===== src/rtl/jtag_seq_master.sv =====
// JTAG pin sequencer: converts TAP reset / IR / DR / idle commands into TCK/TMS/TDI
// slots, captures TDO during shift slots and returns it right-aligned.
module jtag_seq_master #(
  parameter int ClkDiv = 2
) (
  input  logic        clk_i,
  input  logic        rst_ni,
  input  logic        cmd_valid_i,
  output logic        cmd_ready_o,
  input  logic [1:0]  cmd_op_i,
  input  logic [5:0]  cmd_len_i,
  input  logic [31:0] cmd_data_i,
  output logic        rsp_valid_o,
  input  logic        rsp_ready_i,
  output logic [31:0] rsp_data_o,
  output logic        busy_o,
  output logic        jtag_tck_o,
  output logic        jtag_tms_o,
  output logic        jtag_tdi_o,
  input  logic        jtag_tdo_i,
  output logic        jtag_trst_no
);

  typedef enum logic [2:0] {IDLE, PRE, SHIFT, POST, RESP} state_e;

  localparam int DivW = (ClkDiv > 1) ? $clog2(ClkDiv) : 1;
  localparam logic [DivW-1:0] DivMax = DivW'(ClkDiv - 1);

  localparam logic [1:0] OpReset = 2'd0;
  localparam logic [1:0] OpIr    = 2'd1;
  localparam logic [1:0] OpDr    = 2'd2;

  state_e            state_q;
  logic [1:0]        op_q;
  logic [5:0]        len_q;
  logic [31:0]       data_q;
  logic [31:0]       cap_q;
  logic [5:0]        cnt_q;
  logic [DivW-1:0]   div_q;
  logic              tck_q, tms_q, tdi_q, trst_q, rsp_valid_q;

  function automatic logic [5:0] eff_len(input logic [5:0] l);
    if (l == 6'd0)       return 6'd1;
    else if (l > 6'd32)  return 6'd32;
    else                 return l;
  endfunction

  // Slots before SHIFT (or the whole sequence for TAP_RESET / IDLE_CYCLES).
  function automatic logic [5:0] pre_slots(input logic [1:0] op, input logic [5:0] l);
    case (op)
      OpReset: return 6'd6;
      OpIr:    return 6'd4;
      OpDr:    return 6'd3;
      default: return l;
    endcase
  endfunction

  function automatic logic pre_tms(input logic [1:0] op, input logic [5:0] c);
    case (op)
      OpReset: return c < 6'd5;
      OpIr:    return c < 6'd2;
      OpDr:    return c == 6'd0;
      default: return 1'b0;
    endcase
  endfunction

  function automatic logic pre_trst_n(input logic [1:0] op, input logic [5:0] c);
    return !(op == OpReset && c < 6'd5);
  endfunction

  assign cmd_ready_o  = rst_ni && (state_q == IDLE);
  assign busy_o       = (state_q != IDLE);
  assign rsp_valid_o  = rsp_valid_q;
  assign rsp_data_o   = cap_q;
  assign jtag_tck_o   = tck_q;
  assign jtag_tms_o   = tms_q;
  assign jtag_tdi_o   = tdi_q;
  assign jtag_trst_no = trst_q;

  always_ff @(posedge clk_i or negedge rst_ni) begin
    if (!rst_ni) begin
      state_q     <= IDLE;
      op_q        <= 2'd0;
      len_q       <= 6'd0;
      data_q      <= 32'd0;
      cap_q       <= 32'd0;
      cnt_q       <= 6'd0;
      div_q       <= '0;
      tck_q       <= 1'b0;
      tms_q       <= 1'b1;
      tdi_q       <= 1'b0;
      trst_q      <= 1'b1;
      rsp_valid_q <= 1'b0;
    end else begin
      case (state_q)
        IDLE: begin
          if (cmd_valid_i) begin
            op_q    <= cmd_op_i;
            len_q   <= eff_len(cmd_len_i);
            data_q  <= cmd_data_i;
            cap_q   <= 32'd0;
            cnt_q   <= 6'd0;
            div_q   <= '0;
            tck_q   <= 1'b0;
            tms_q   <= pre_tms(cmd_op_i, 6'd0);
            trst_q  <= pre_trst_n(cmd_op_i, 6'd0);
            tdi_q   <= 1'b0;
            state_q <= PRE;
          end
        end
        PRE, SHIFT, POST: begin
          if (div_q != DivMax) begin
            div_q <= div_q + 1'b1;
          end else if (!tck_q) begin
            // Rising TCK edge: TDO is sampled on the same clk edge.
            div_q <= '0;
            tck_q <= 1'b1;
            if (state_q == SHIFT) cap_q[cnt_q[4:0]] <= jtag_tdo_i;
          end else begin
            // Slot end: drop TCK and present the next slot's TMS/TDI.
            div_q <= '0;
            tck_q <= 1'b0;
            case (state_q)
              PRE: begin
                if (cnt_q == pre_slots(op_q, len_q) - 6'd1) begin
                  cnt_q  <= 6'd0;
                  trst_q <= 1'b1;
                  if (op_q == OpIr || op_q == OpDr) begin
                    state_q <= SHIFT;
                    tms_q   <= (len_q == 6'd1);
                    tdi_q   <= data_q[0];
                  end else begin
                    state_q     <= RESP;
                    rsp_valid_q <= 1'b1;
                    tms_q       <= 1'b0;
                    tdi_q       <= 1'b0;
                  end
                end else begin
                  cnt_q  <= cnt_q + 6'd1;
                  tms_q  <= pre_tms(op_q, cnt_q + 6'd1);
                  trst_q <= pre_trst_n(op_q, cnt_q + 6'd1);
                end
              end
              SHIFT: begin
                if (cnt_q == len_q - 6'd1) begin
                  state_q <= POST;
                  cnt_q   <= 6'd0;
                  tms_q   <= 1'b1;
                  tdi_q   <= 1'b0;
                end else begin
                  cnt_q <= cnt_q + 6'd1;
                  tms_q <= (cnt_q + 6'd2 == len_q);
                  tdi_q <= data_q[cnt_q[4:0] + 5'd1];
                end
              end
              default: begin
                tms_q <= 1'b0;
                if (cnt_q == 6'd1) begin
                  state_q     <= RESP;
                  rsp_valid_q <= 1'b1;
                end else begin
                  cnt_q <= 6'd1;
                end
              end
            endcase
          end
        end
        RESP: begin
          if (rsp_ready_i) begin
            rsp_valid_q <= 1'b0;
            state_q     <= IDLE;
          end
        end
        default: state_q <= IDLE;
      endcase
    end
  end

endmodule

===== config.mk =====
export PLATFORM = sky130hd
export DESIGN_NAME = jtag_seq_master
export DESIGN_NICKNAME = d
export VERILOG_FILES = /design/src/rtl/jtag_seq_master.sv
export SDC_FILE = /design/constraint.sdc
export NUM_CORES = 1
export LEC_CHECK = 0
export CORE_ASPECT_RATIO = 0.5
export CORE_UTILIZATION = 58
export CTS_CLUSTER_SIZE = 24
export DETAILED_ROUTE_END_ITERATION = 10
export PLACE_DENSITY = 0.86
export SLEW_MARGIN = 25
export SYNTH_ARGS = -nofsm -noshare
export SYNTH_HDL_FRONTEND = slang
export SYNTH_SLANG_ARGS = --single-unit

===== constraint.sdc =====
create_clock -name clk_i -period 8.2 [get_ports clk_i]
set_clock_uncertainty 0.2 [all_clocks]
set_input_delay 2.46 -clock clk_i [delete_from_list [all_inputs] [get_ports clk_i]]
set_output_delay 2.46 -clock clk_i [all_outputs]
set_load 0.005 [all_outputs]

# --- Word level (Yosys, flattened, before mapping) ---
# Cells that the tools add are included.
totals:
  reg_bits: 87
  input_bits: 45
  out_inout_bits: 39
  elab_cells: 150
op_classes:
  addsub: 6
  n_lt_le_gt_ge: 6
  n_eq_ne: 28
  n_mux: 72
  n_reduce_logical: 26
ops:
  columns: ["op", "count"]
  rows:
  - ["$mux 32", 4]
  - ["$mux 6", 12]
  - ["$pmux 32 s2", 1]
  - ["$bwmux 32", 1]
  - ["$mux 1", 29]
  - ["$mux 3", 8]
  - ["$pmux 6 s2", 2]
  - ["$eq 6x6->1", 3]
  - ["$pmux 1 s2", 9]
  - ["$pmux 6 s3", 1]
  - ["$ne 2x2->1 const B", 8]
  - ["$ne 3x3->1 const B", 5]
  - ["$reduce_and 5->1", 3]
  - ["$eq 6x1->1 const B", 2]
  - ["$logic_not 6->1", 2]
  - ["$lt 5x6->1 const B", 2]
  - ["$sub 6x1->6 const B", 2]
  - ["$pmux 3 s3", 1]
  - ["$ne 4x4->1 const B", 2]
  - ["$reduce_and 8->1", 1]
  - ["$reduce_and 7->1", 1]
  - ["$add 6x1->6 const B", 1]
  - ["$add 6x2->6 const B", 1]
  - ["$eq 3x2->1 const B", 2]
  - ["other kinds (26)", 35]

# --- Depth between registers and ports, before layout ---
depth:
  word_depth: 13
  mapped_depth: 11
  depth_no_buf: 10

# --- Least setup slack after synthesis ---
# Ideal clock, no wire load.
synth_timing:
  path_kind: "in2out"
  start: "in rst_ni"
  end: "out cmd_ready_o"
  arrival_time_ps: 2585
  required_time_ps: 5540
  slack_ps: 2955
  cell_stages: 1
  path_cell_list: "and2_1"
synth_via:
  elab_chain_len: 1
synth_lines:
  columns: ["element", "line", "text"]
  rows:
  - ["from (decl)", "7", "input logic rst_ni,"]
  - ["$logic_and 1x1->1", "71", "assign cmd_ready_o = rst_ni && (state_q == IDLE);"]
  - ["to (decl)", "9", "output logic cmd_ready_o,"]
# No other way between the ends.

# --- Worst setup path after layout ---
# Same ends and word-level chain as after synthesis.

==> results.cfg <==
[run_status]
run_status = completed

[cts]
root_buffer = clkbuf_16
clk_pin_slew_ns = 0.06
ctsResizeCount = 0
clock-sinks = 87
cts_max_level = 3
cts_setup_buffers = 0
cts_max_path_buffers = 2
cts_tree = built
cts_hold_buf = 0
numCtsBuffers = 9
clock_latency_ns = 0.35

[timing]
finalCritPeriodShare = 0.7078
setup_viol = 0
timing.fmax_mhz = 172.3
finalHoldViolations = 0
whs_ns = 0.2696
min_period_ns = 5.804
fin_setup_tns_ns = 0
setup_slack_ns = 2.396
maxSlewHeadroom = 0.3741
slew_violations = 0
max_slew.worst_pin.slew_ns = 0.9366
rsz0062_at_grt = false

[setup_path]
required_ns = 5.54
critPathSlowestCell = clkdlybuf4s50_1
cpPeakStageDelay_ns = 0.49
worstSetupPathType = in -> out
crit_path_max_fanout = 2
end_kind = output port
start_kind = input port
crit_arrival_ns = 3.14
crit_chain = buf_4 > and2_1 > clkdlybuf4s50_1
r2r_cells = 7

[placement]
io_buffers = 83
dp_hpwl_um = 8574
gp_congestion = 0.9036
pre_cts_ws_ns = 2.390
place_area_um2 = 5813
dpl.cell_count = 735

[synth]
syn_nets = 633
synth_edf_count = 0
ys_seq_area_frac = 0.4386
syn_area_um2 = 4970
ys_ff_latch = 87
syn_inst = 575
ys_warn_count = 0
async_reset_ff_frac = 1.000
synthDistinctLibCells = 61
synth_ff_type = dfrtp_1
syn_area_per_cell_um2 = 8.643

[pwr]
peakVddDrop_uv = 180.6
p_total_mw = 2.208
power_density_nw_per_um2 = 359.4
clockPowerShare = 0.205
intPower_mw = 1.298
switching_share = 0.4124
seqPwrFrac = 0.326
switchingPower_mw = 0.9106
share_comb_of_total_power = 0.468
p_leak_nw = 2.672

[finish]
mostFrequentLayoutCells = nand2_1 (135), o21ai_0 (90), dfrtp_1 (85)
fin_util = 0.7545
num-fill-cells = 597
antenna_cells = 0
final_common_cell = nand2_1
regArea_um2 = 2180
final_area_um2 = 6145
syn_to_final_growth_pct = 23.64
drive_above_1_share = 0.07668
multi_input_area_um2 = 2581
final_cells = 751
nNetsFinal = 692

[floorplanning]
coreArea_um2 = 8144
die_y_um = 67.46
die_area_um2 = 8965
die_width_um = 132.9
rows = 23
pin_count = 84
start_util = 0.6102

[route]
drc = 0
first_pass_iters = 5
drtIter0Drc = 428
vias = 4556
drtAntennaViolNets = 0
via_per_inst = 6.067
post_drt_wl_per_cell_um = 17.08
routed_wirelength_um = 12830

[grt]
grt_pass1_wl_um = 20890
grt_pass1_vias = 4191
grt-ovfl-total = 0
grt_max_degree = 50
grt_usage = 0.3077
grt_antenna_before_repair = 0

[min_path]
hp-class = reg -> reg
whs_path_depth = 2

[run]
cap_violations = 0
critical path, delay by kind of cell:
kind | cells | cell delay, ns
buffers and inverters | 2 | 0.58
AND/OR/NAND/NOR | 1 | 0.10
cell usage after synthesis, types with 2 or more instances:
cell / number / share of area
a21oi_1: 42 / 0.042
a31o_2: 2 / 0.0035
a31oi_1: 4 / 0.0050
a32oi_1: 2 / 0.0035
and2_1: 6 / 0.0076
buf_2: 4 / 0.0040
buf_6: 2 / 0.0045
clkbuf_1: 31 / 0.023
dfrtp_1: 85 / 0.43
dfstp_2: 2 / 0.011
ha_1: 13 / 0.033
inv_1: 13 / 0.0098
mux2i_1: 3 / 0.0060
mux4_1: 3 / 0.016
mux4_2: 7 / 0.032
nand2_1: 136 / 0.10
nand2b_1: 8 / 0.010
nand3_1: 7 / 0.0070
nand3b_1: 8 / 0.012
nand4_1: 3 / 0.0038
nor2_1: 21 / 0.016
nor2b_1: 3 / 0.0038
nor3_1: 15 / 0.015
o21a_1: 2 / 0.0030
o21ai_0: 90 / 0.091
o22ai_1: 4 / 0.0050
o31ai_1: 5 / 0.0076
o41ai_1: 2 / 0.0035
or2_2: 7 / 0.0088
or3_1: 4 / 0.0050
xnor2_1: 8 / 0.014
xor2_1: 4 / 0.0070
power by group through the flow:
stage / clock [mW] / sequential (mW) / combinational (mW)
after detailed placement: 0 / 0.720 / 1.01
after global placement: 0 / 0.712 / 0.976
after global routing: 0.473 / 0.740 / 1.14
after CTS: 0.457 / 0.715 / 1.02
final: 0.454 / 0.720 / 1.03
after floorplan: 0 / 0.637 / 0.811
metal layers:
| layer | routed length [µm] | GRT usage | up-vias |
|---|---|---|---|
| met3 | 1036 | 0.07207 | 27 |
| li1 | - | - | 2123 |
| met2 | 5814 | 0.4915 | 224 |
| met5 | 0 | 0 | - |
| met4 | 193 | 0.09914 | 0 |
| met1 | 5785 | 0.4212 | 2182 |
cell families (layout without fill, tap and decap cells):
group           count (synthesis)  after routing  synth area share
simple gates                  229            229            0.2130
compound gates                168            168            0.1929
flops                          87             87            0.4386
buf+inv                        51            115           0.04255
mux                            14             14           0.05589
fa+ha+maj                      13             13           0.03273
xor+xnor                       13             13           0.02442
area by class of cell:
type                            instances  area share
Multi-Input combinational cell        437      0.4201
Sequential cell                        87      0.3547
Timing Repair Buffer                   86      0.1405
Clock buffer                           10     0.03889
Tap cell                              112     0.02281
Clock inverter                          6     0.01507
Inverter                               13    0.007941
path summary, 6_finish.rpt:
check                                       startpoint                       end  slack, ns
worst max-delay path                            rst_ni               cmd_ready_o       2.40
worst min-delay path            data_q[13]$_DFFE_PN0P_    data_q[13]$_DFFE_PN0P_       0.27
worst max register to register    cnt_q[0]$_DFFE_PN0P_    jtag_tdi_o$_DFFE_PN0P_       4.55
worst min register to register  data_q[13]$_DFFE_PN0P_    data_q[13]$_DFFE_PN0P_       0.27
max in group asynchronous                       rst_ni  jtag_trst_no$_DFFE_PN1P_       5.07
min in group asynchronous                       rst_ni    data_q[26]$_DFFE_PN0P_       2.03
flip-flops by register name, summed over array words and instances, names as in the netlist, 2 cells and up:
name and count:
data_q 32, rsp_data_o 32, cnt_q 6, len_q 6, state_q 3, op_q 2
(Power assumes the default switching activity.)
